### src/rtl/pattern_tx.sv
// Serial pattern transmitter: captures an up-to-8-bit word and shifts it out LSB first.
// Optional run-length monitor enabled by defining PATTERN_TX_RUNLEN_EN.
module pattern_tx (
    input  logic       clk,
    input  logic       reset,
    input  logic       start,
    input  logic [7:0] data,
    input  logic [3:0] len,
    output logic       w,
    output logic       w_valid,
    output logic       busy,
    output logic       done,
    output logic [1:0] txState,
    output logic [3:0] run_len,
    output logic       run_hit
);

    typedef enum logic [1:0] {
        IDLE  = 2'b00,
        LOAD  = 2'b01,
        SHIFT = 2'b10,
        DONE  = 2'b11
    } state_t;

    state_t     state;
    logic [7:0] dreg;
    logic [3:0] lreg;
    logic [2:0] idx;
    logic [3:0] len_c;
    logic [2:0] nidx;
    logic       nbit;
    logic       last;

    assign len_c   = (len > 4'd8) ? 4'd8 : len;
    // nidx only wraps on the last bit, where it is not used
    assign nidx    = idx + 3'd1;
    assign nbit    = dreg[nidx];
    assign last    = ({1'b0, idx} == (lreg - 4'd1));
    assign txState = state;

    always_ff @(posedge clk or negedge reset) begin
        if (!reset) begin
            state   <= IDLE;
            dreg    <= '0;
            lreg    <= '0;
            idx     <= '0;
            w       <= 1'b0;
            w_valid <= 1'b0;
            busy    <= 1'b0;
            done    <= 1'b0;
        end else begin
            case (state)
                IDLE: begin
                    if (start && len != 4'd0) begin
                        state <= LOAD;
                        dreg  <= data;
                        lreg  <= len_c;
                        idx   <= '0;
                        busy  <= 1'b1;
                    end
                end
                LOAD: begin
                    state   <= SHIFT;
                    idx     <= '0;
                    w       <= dreg[0];
                    w_valid <= 1'b1;
                end
                SHIFT: begin
                    if (last) begin
                        state   <= DONE;
                        w       <= 1'b0;
                        w_valid <= 1'b0;
                        done    <= 1'b1;
                    end else begin
                        idx <= nidx;
                        w   <= nbit;
                    end
                end
                DONE: begin
                    state <= IDLE;
                    idx   <= '0;
                    done  <= 1'b0;
                    busy  <= 1'b0;
                end
                default: state <= IDLE;
            endcase
        end
    end

`ifdef PATTERN_TX_RUNLEN_EN
    // w still holds the previous SHIFT bit when the next one is chosen
    always_ff @(posedge clk or negedge reset) begin
        if (!reset) begin
            run_len <= '0;
            run_hit <= 1'b0;
        end else if (state == LOAD) begin
            run_len <= 4'd1;
            run_hit <= 1'b0;
        end else if (state == SHIFT && !last) begin
            if (nbit == w) begin
                run_len <= (run_len == 4'd15) ? 4'd15 : run_len + 4'd1;
                run_hit <= 1'b1;
            end else begin
                run_len <= 4'd1;
                run_hit <= 1'b0;
            end
        end else begin
            run_len <= '0;
            run_hit <= 1'b0;
        end
    end
`else
    assign run_len = 4'd0;
    assign run_hit = 1'b0;
`endif

endmodule

### config.mk
export PLATFORM = sky130hd
export DESIGN_NAME = pattern_tx
export DESIGN_NICKNAME = d
export VERILOG_FILES = /design/src/rtl/pattern_tx.sv
export SDC_FILE = /design/constraint.sdc
export NUM_CORES = 1
export LEC_CHECK = 0
export ABC_AREA = 1
export ABC_CLOCK_PERIOD_IN_PS = 1500
export CAP_MARGIN = 20
export CORE_MARGIN = 4
export CORE_UTILIZATION = 45
export CTS_CLUSTER_SIZE = 10
export DETAILED_ROUTE_END_ITERATION = 10
export GPL_TIMING_DRIVEN = 0
export PLACE_DENSITY = 0.75
export SYNTH_ARGS = -nofsm -noshare
export SYNTH_HDL_FRONTEND = slang
export SYNTH_SLANG_ARGS = --single-unit
### constraint.sdc
create_clock -name clk -period 1.5 [get_ports clk]
set_input_delay 0.225 -clock clk [delete_from_list [all_inputs] [get_ports clk]]
set_output_delay 0.225 -clock clk [all_outputs]
set_load 0.02 [all_outputs]
==> impl_metrics.xml <==
<?xml version="1.0" encoding="UTF-8"?>
<metrics>
  <group name="run_status">
    <metric name="run_status" unit="">finished, final reports clean</metric>
  </group>
  <group name="power_and_ir_drop">
    <metric name="power.total" unit="mW">2.883</metric>
    <metric name="power.sequential.fraction" unit="%">34.6</metric>
    <metric name="power.density" unit="mW/mm2">1905</metric>
    <metric name="power_switching_share" unit="%">44.81</metric>
    <metric name="switching_power" unit="mW">1.292</metric>
    <metric name="internal_power" unit="mW">1.591</metric>
    <metric name="combinationalPowerShare" unit="%">55.9</metric>
    <metric name="power.ir.vdd_worst" unit="V">0.001113</metric>
    <metric name="clkPwrFrac" unit="%">9.5</metric>
    <metric name="p_leak" unit="nW">0.7862</metric>
  </group>
  <group name="sta">
    <metric name="grt_setup_unrepaired" unit="">true</metric>
    <metric name="finalClockSkew" unit="ns">0.008322</metric>
    <metric name="report.final.slew_viol_count" unit="">0</metric>
    <metric name="fin_setup_tns" unit="ns">0</metric>
    <metric name="period_minus_slack" unit="ns">1.447</metric>
    <metric name="achievable-frequency" unit="MHz">690.9</metric>
    <metric name="relSlewSlack" unit="%">37.68</metric>
    <metric name="timing.final.setup_violations" unit="">0</metric>
    <metric name="final.period_utilization" unit="%">96.49</metric>
    <metric name="final_hold_viols" unit="">0</metric>
    <metric name="worst_slew_pin_slew" unit="ns">0.9319</metric>
  </group>
  <group name="worst_setup_path">
    <metric name="timing.critical_path.slowest_stage_cell" unit="">sky130_fd_sc_hd__dfrtp_1</metric>
    <metric name="worst-endpoint-arrival" unit="ns">1.66</metric>
    <metric name="crit_end_category" unit="">flip-flop</metric>
    <metric name="crit_path_cell_chain" unit="">inv_2 &gt; ha_4 &gt; xnor2_2 &gt; nor2_4 &gt; nand3_4 &gt; nand2_4 &gt; nand2_2 &gt; nand2_1 &gt; nand2_1</metric>
    <metric name="crit_path_max_incr_delay" unit="ns">0.41</metric>
    <metric name="cell_repeated_most_along_the_worst_path" unit="">sky130_fd_sc_hd__nand2_1</metric>
    <metric name="top_family_by_delay_on_critical_path" unit="">simple AND/OR/NAND/NOR gates</metric>
    <metric name="critical_path.startpoint_type" unit="">flip-flop</metric>
    <metric name="critical_path_peak_fanout" unit="">6</metric>
    <metric name="criticalPathCategory" unit="">flip-flop to flip-flop</metric>
    <metric name="worstPathBufferInverterCount" unit="">1</metric>
    <metric name="crit_required" unit="ns">1.71</metric>
  </group>
  <group name="worst_hold_path">
    <metric name="timing.hold.worst.class" unit="">input port to asynchronous set/reset pin</metric>
  </group>
  <group name="clock_network">
    <metric name="cts.htree.levels" unit="">1</metric>
    <metric name="hold_buffers" unit="">0</metric>
    <metric name="clock_insertion_delay_worst_skew" unit="ns">0.31</metric>
    <metric name="clock_tree.root_cell" unit="">sky130_fd_sc_hd__clkbuf_4</metric>
    <metric name="clock_sink_count" unit="">21</metric>
    <metric name="path_clk_slew" unit="ns">0.12</metric>
    <metric name="cts_tree" unit="">done</metric>
    <metric name="clock_tree.buffer_depth" unit="">2</metric>
    <metric name="cts_made_buffers" unit="">3</metric>
  </group>
  <group name="synth">
    <metric name="ys_warns" unit="">0</metric>
    <metric name="syn_avg_cell_area" unit="um2">7.761</metric>
    <metric name="seq_area_frac_synth" unit="%">44.26</metric>
    <metric name="netlist_area" unit="mm2">0.001187</metric>
    <metric name="synthCells" unit="">153</metric>
    <metric name="number_of_different_library_cells_in_the_post_synthesis_netlist" unit="">24</metric>
    <metric name="synth_seq_cells" unit="">21</metric>
  </group>
  <group name="global_routing">
    <metric name="global_route_wire_length_before_repair" unit="mm">3.746</metric>
    <metric name="grt_start_max_net_pins" unit="">22</metric>
    <metric name="initial_antenna_violation_count" unit="">0</metric>
    <metric name="track_usage" unit="%">14.16</metric>
    <metric name="first_global_vias" unit="">949</metric>
    <metric name="globalRoute.totalOverflow" unit="">0</metric>
  </group>
  <group name="placement">
    <metric name="post-place-cells" unit="">207</metric>
    <metric name="final_wtd_congestion" unit="">0.8287</metric>
    <metric name="dpl.hpwl" unit="mm">1.787</metric>
    <metric name="placement_stage_cell_area" unit="mm2">0.001440</metric>
    <metric name="input_output_buffers" unit="">20</metric>
  </group>
  <group name="job">
    <metric name="max_cap_viol" unit="">0</metric>
  </group>
  <group name="finish">
    <metric name="nets" unit="">203</metric>
    <metric name="syn2layout_area_growth" unit="%">27.50</metric>
    <metric name="seq_area" unit="um2">526.8</metric>
    <metric name="post_route_cells_drive_above_1_share" unit="%">17.03</metric>
    <metric name="most_frequent_standard_cell_in_the_layout_excluding_fill_and_tap_cells" unit="">sky130_fd_sc_hd__nand2_1</metric>
    <metric name="n_antenna_cell" unit="">0</metric>
    <metric name="stdcell_count" unit="">212</metric>
    <metric name="final_cell_area" unit="mm2">0.001514</metric>
    <metric name="mostFrequentLayoutCells" unit="">sky130_fd_sc_hd__nand2_1 (60), sky130_fd_sc_hd__dfrtp_1 (20), sky130_fd_sc_hd__inv_1 (15)</metric>
    <metric name="area_of_combinational_cells_with_multiple_inputs" unit="um2">591.8</metric>
    <metric name="nFillCells" unit="">235</metric>
  </group>
  <group name="floorplan">
    <metric name="die_y" unit="um">59.37</metric>
    <metric name="ios" unit="">26</metric>
    <metric name="fp.coreArea" unit="mm2">0.002500</metric>
    <metric name="floorplan.die.width" unit="um">59.37</metric>
    <metric name="fp.dieArea" unit="mm2">0.003524</metric>
    <metric name="core.rowCount" unit="">18</metric>
    <metric name="start_util" unit="%">47.50</metric>
  </group>
  <group name="drt">
    <metric name="drt_iter0_markers" unit="">23</metric>
    <metric name="postRouteWirelength" unit="mm">2.290</metric>
    <metric name="drcViolationCount" unit="">0</metric>
    <metric name="first_pass_iters" unit="">4</metric>
    <metric name="avgViaCountPerCell" unit="">4.892</metric>
    <metric name="detail_route.wl_per_cell" unit="um">10.80</metric>
    <metric name="vias" unit="">1037</metric>
    <metric name="antenna_violating_nets_post_route" unit="">0</metric>
  </group>
</metrics>
[per-stage QoR]
stage,util [%],setup WS [ns],hold slack [ns]
after global routing,60.56,-0.02770,0.4315
after global placement,57.61,-0.1538,0.4584
after CTS,58.91,0.01350,0.4338
after floorplan,-,0.08072,-0.07059
final,60.56,0.05261,0.4194
after detailed placement,57.61,-0.1876,0.4605
[layout make-up]
class / count / area share (%)
Tap cell: 30 / 2.479
Sequential cell: 21 / 34.79
Multi-Input combinational cell: 108 / 39.09
Clock buffer: 4 / 1.736
Inverter: 21 / 5.207
Timing Repair Buffer: 21 / 13.22
Buffer: 7 / 3.471
[sequential cells by signal, summed over array words and instances, names as in the netlist]
signal and count:
busy 1, done 1, dreg 8, idx 3, lreg 4, txState 2, w 1, w_valid 1
[cells in the mapped netlist]
library cell                 n  area share (%)
sky130_fd_sc_hd__inv_2       5             1.6
sky130_fd_sc_hd__nor2_4      1            0.95
sky130_fd_sc_hd__nand2_2     4             2.1
sky130_fd_sc_hd__and2_1      1            0.53
sky130_fd_sc_hd__nand3_1    10             4.2
sky130_fd_sc_hd__conb_1      1            0.32
sky130_fd_sc_hd__o21a_1      1            0.63
sky130_fd_sc_hd__inv_1      16             5.1
sky130_fd_sc_hd__dfrtp_1    21              44
sky130_fd_sc_hd__nand4_1     5             2.6
sky130_fd_sc_hd__nor2_2      1            0.53
sky130_fd_sc_hd__a2bb2oi_1   1            0.74
sky130_fd_sc_hd__nor2_1      2            0.63
sky130_fd_sc_hd__buf_4       6             3.8
sky130_fd_sc_hd__nand3_4     1             1.5
sky130_fd_sc_hd__xnor2_1     1            0.74
sky130_fd_sc_hd__ha_1        5             5.3
sky130_fd_sc_hd__buf_2       1            0.42
sky130_fd_sc_hd__nand3b_1    1            0.63
sky130_fd_sc_hd__a21oi_1     2            0.84
sky130_fd_sc_hd__nand2_1    61              19
sky130_fd_sc_hd__o21ai_1     2            0.84
sky130_fd_sc_hd__nand2_4     1            0.95
sky130_fd_sc_hd__o22ai_1     3             1.6
[metal layers]
metal	up-vias	GRT usage, %	share of wire, %
met3	5	2.179	4.9
met1	473	15.31	41
met4	0	9.061	2.2
met2	25	25.27	52
li1	534	-	-
met5	-	0	0
[logic make-up after synthesis]
logic type,synth area share (%)
xor+xnor,0.7378
buf+inv,10.85
simple gates,33.93
compound gates,4.637
other cells,0.3158
fa+ha+maj,5.269
flops,44.26
[worst reg2reg max path, delay by kind of cell, from the launching register on]
kind / cells / cell delay (ns)
DFF: 1 / 0.41
adders and majority gates: 1 / 0.21
buffers and inverters: 1 / 0.09
xor gates and xnor gates: 1 / 0.15
and+or+nand+nor: 6 / 0.51
[path summary, 6_finish.rpt]
path | slack (ns) | to | start | depth (start not counted)
setup / recovery | 0.05 | txState[0] | lreg[0] | 9
hold / removal | 0.42 | done | reset | 1
setup reg to reg | 0.05 | txState[0] | lreg[0] | 9
hold reg to reg | 0.48 | dreg[3] | dreg[3] | 2
max in group asynchronous | 0.46 | idx[0] | reset | 1
min in group clk | 0.44 | dreg[2] | data[2] | 3
[power by group through the flow]
stage	registers [mW]	clock network (mW)	logic (mW)
4_1_cts	0.986	0.287	1.52
5_1_grt	1.03	0.301	1.82
6_report	0.997	0.274	1.61
3_5_place_dp	0.999	0	1.54
3_3_place_gp	0.989	0	1.48
2_1_floorplan	1.06	0	1.04
[what timing repair did]
item	CTS	global route
resized for setup	8	8
setup buffers	1	0
setup endpoints to repair	23	18
pin swaps	0	2
(Power assumes the default switching activity.)
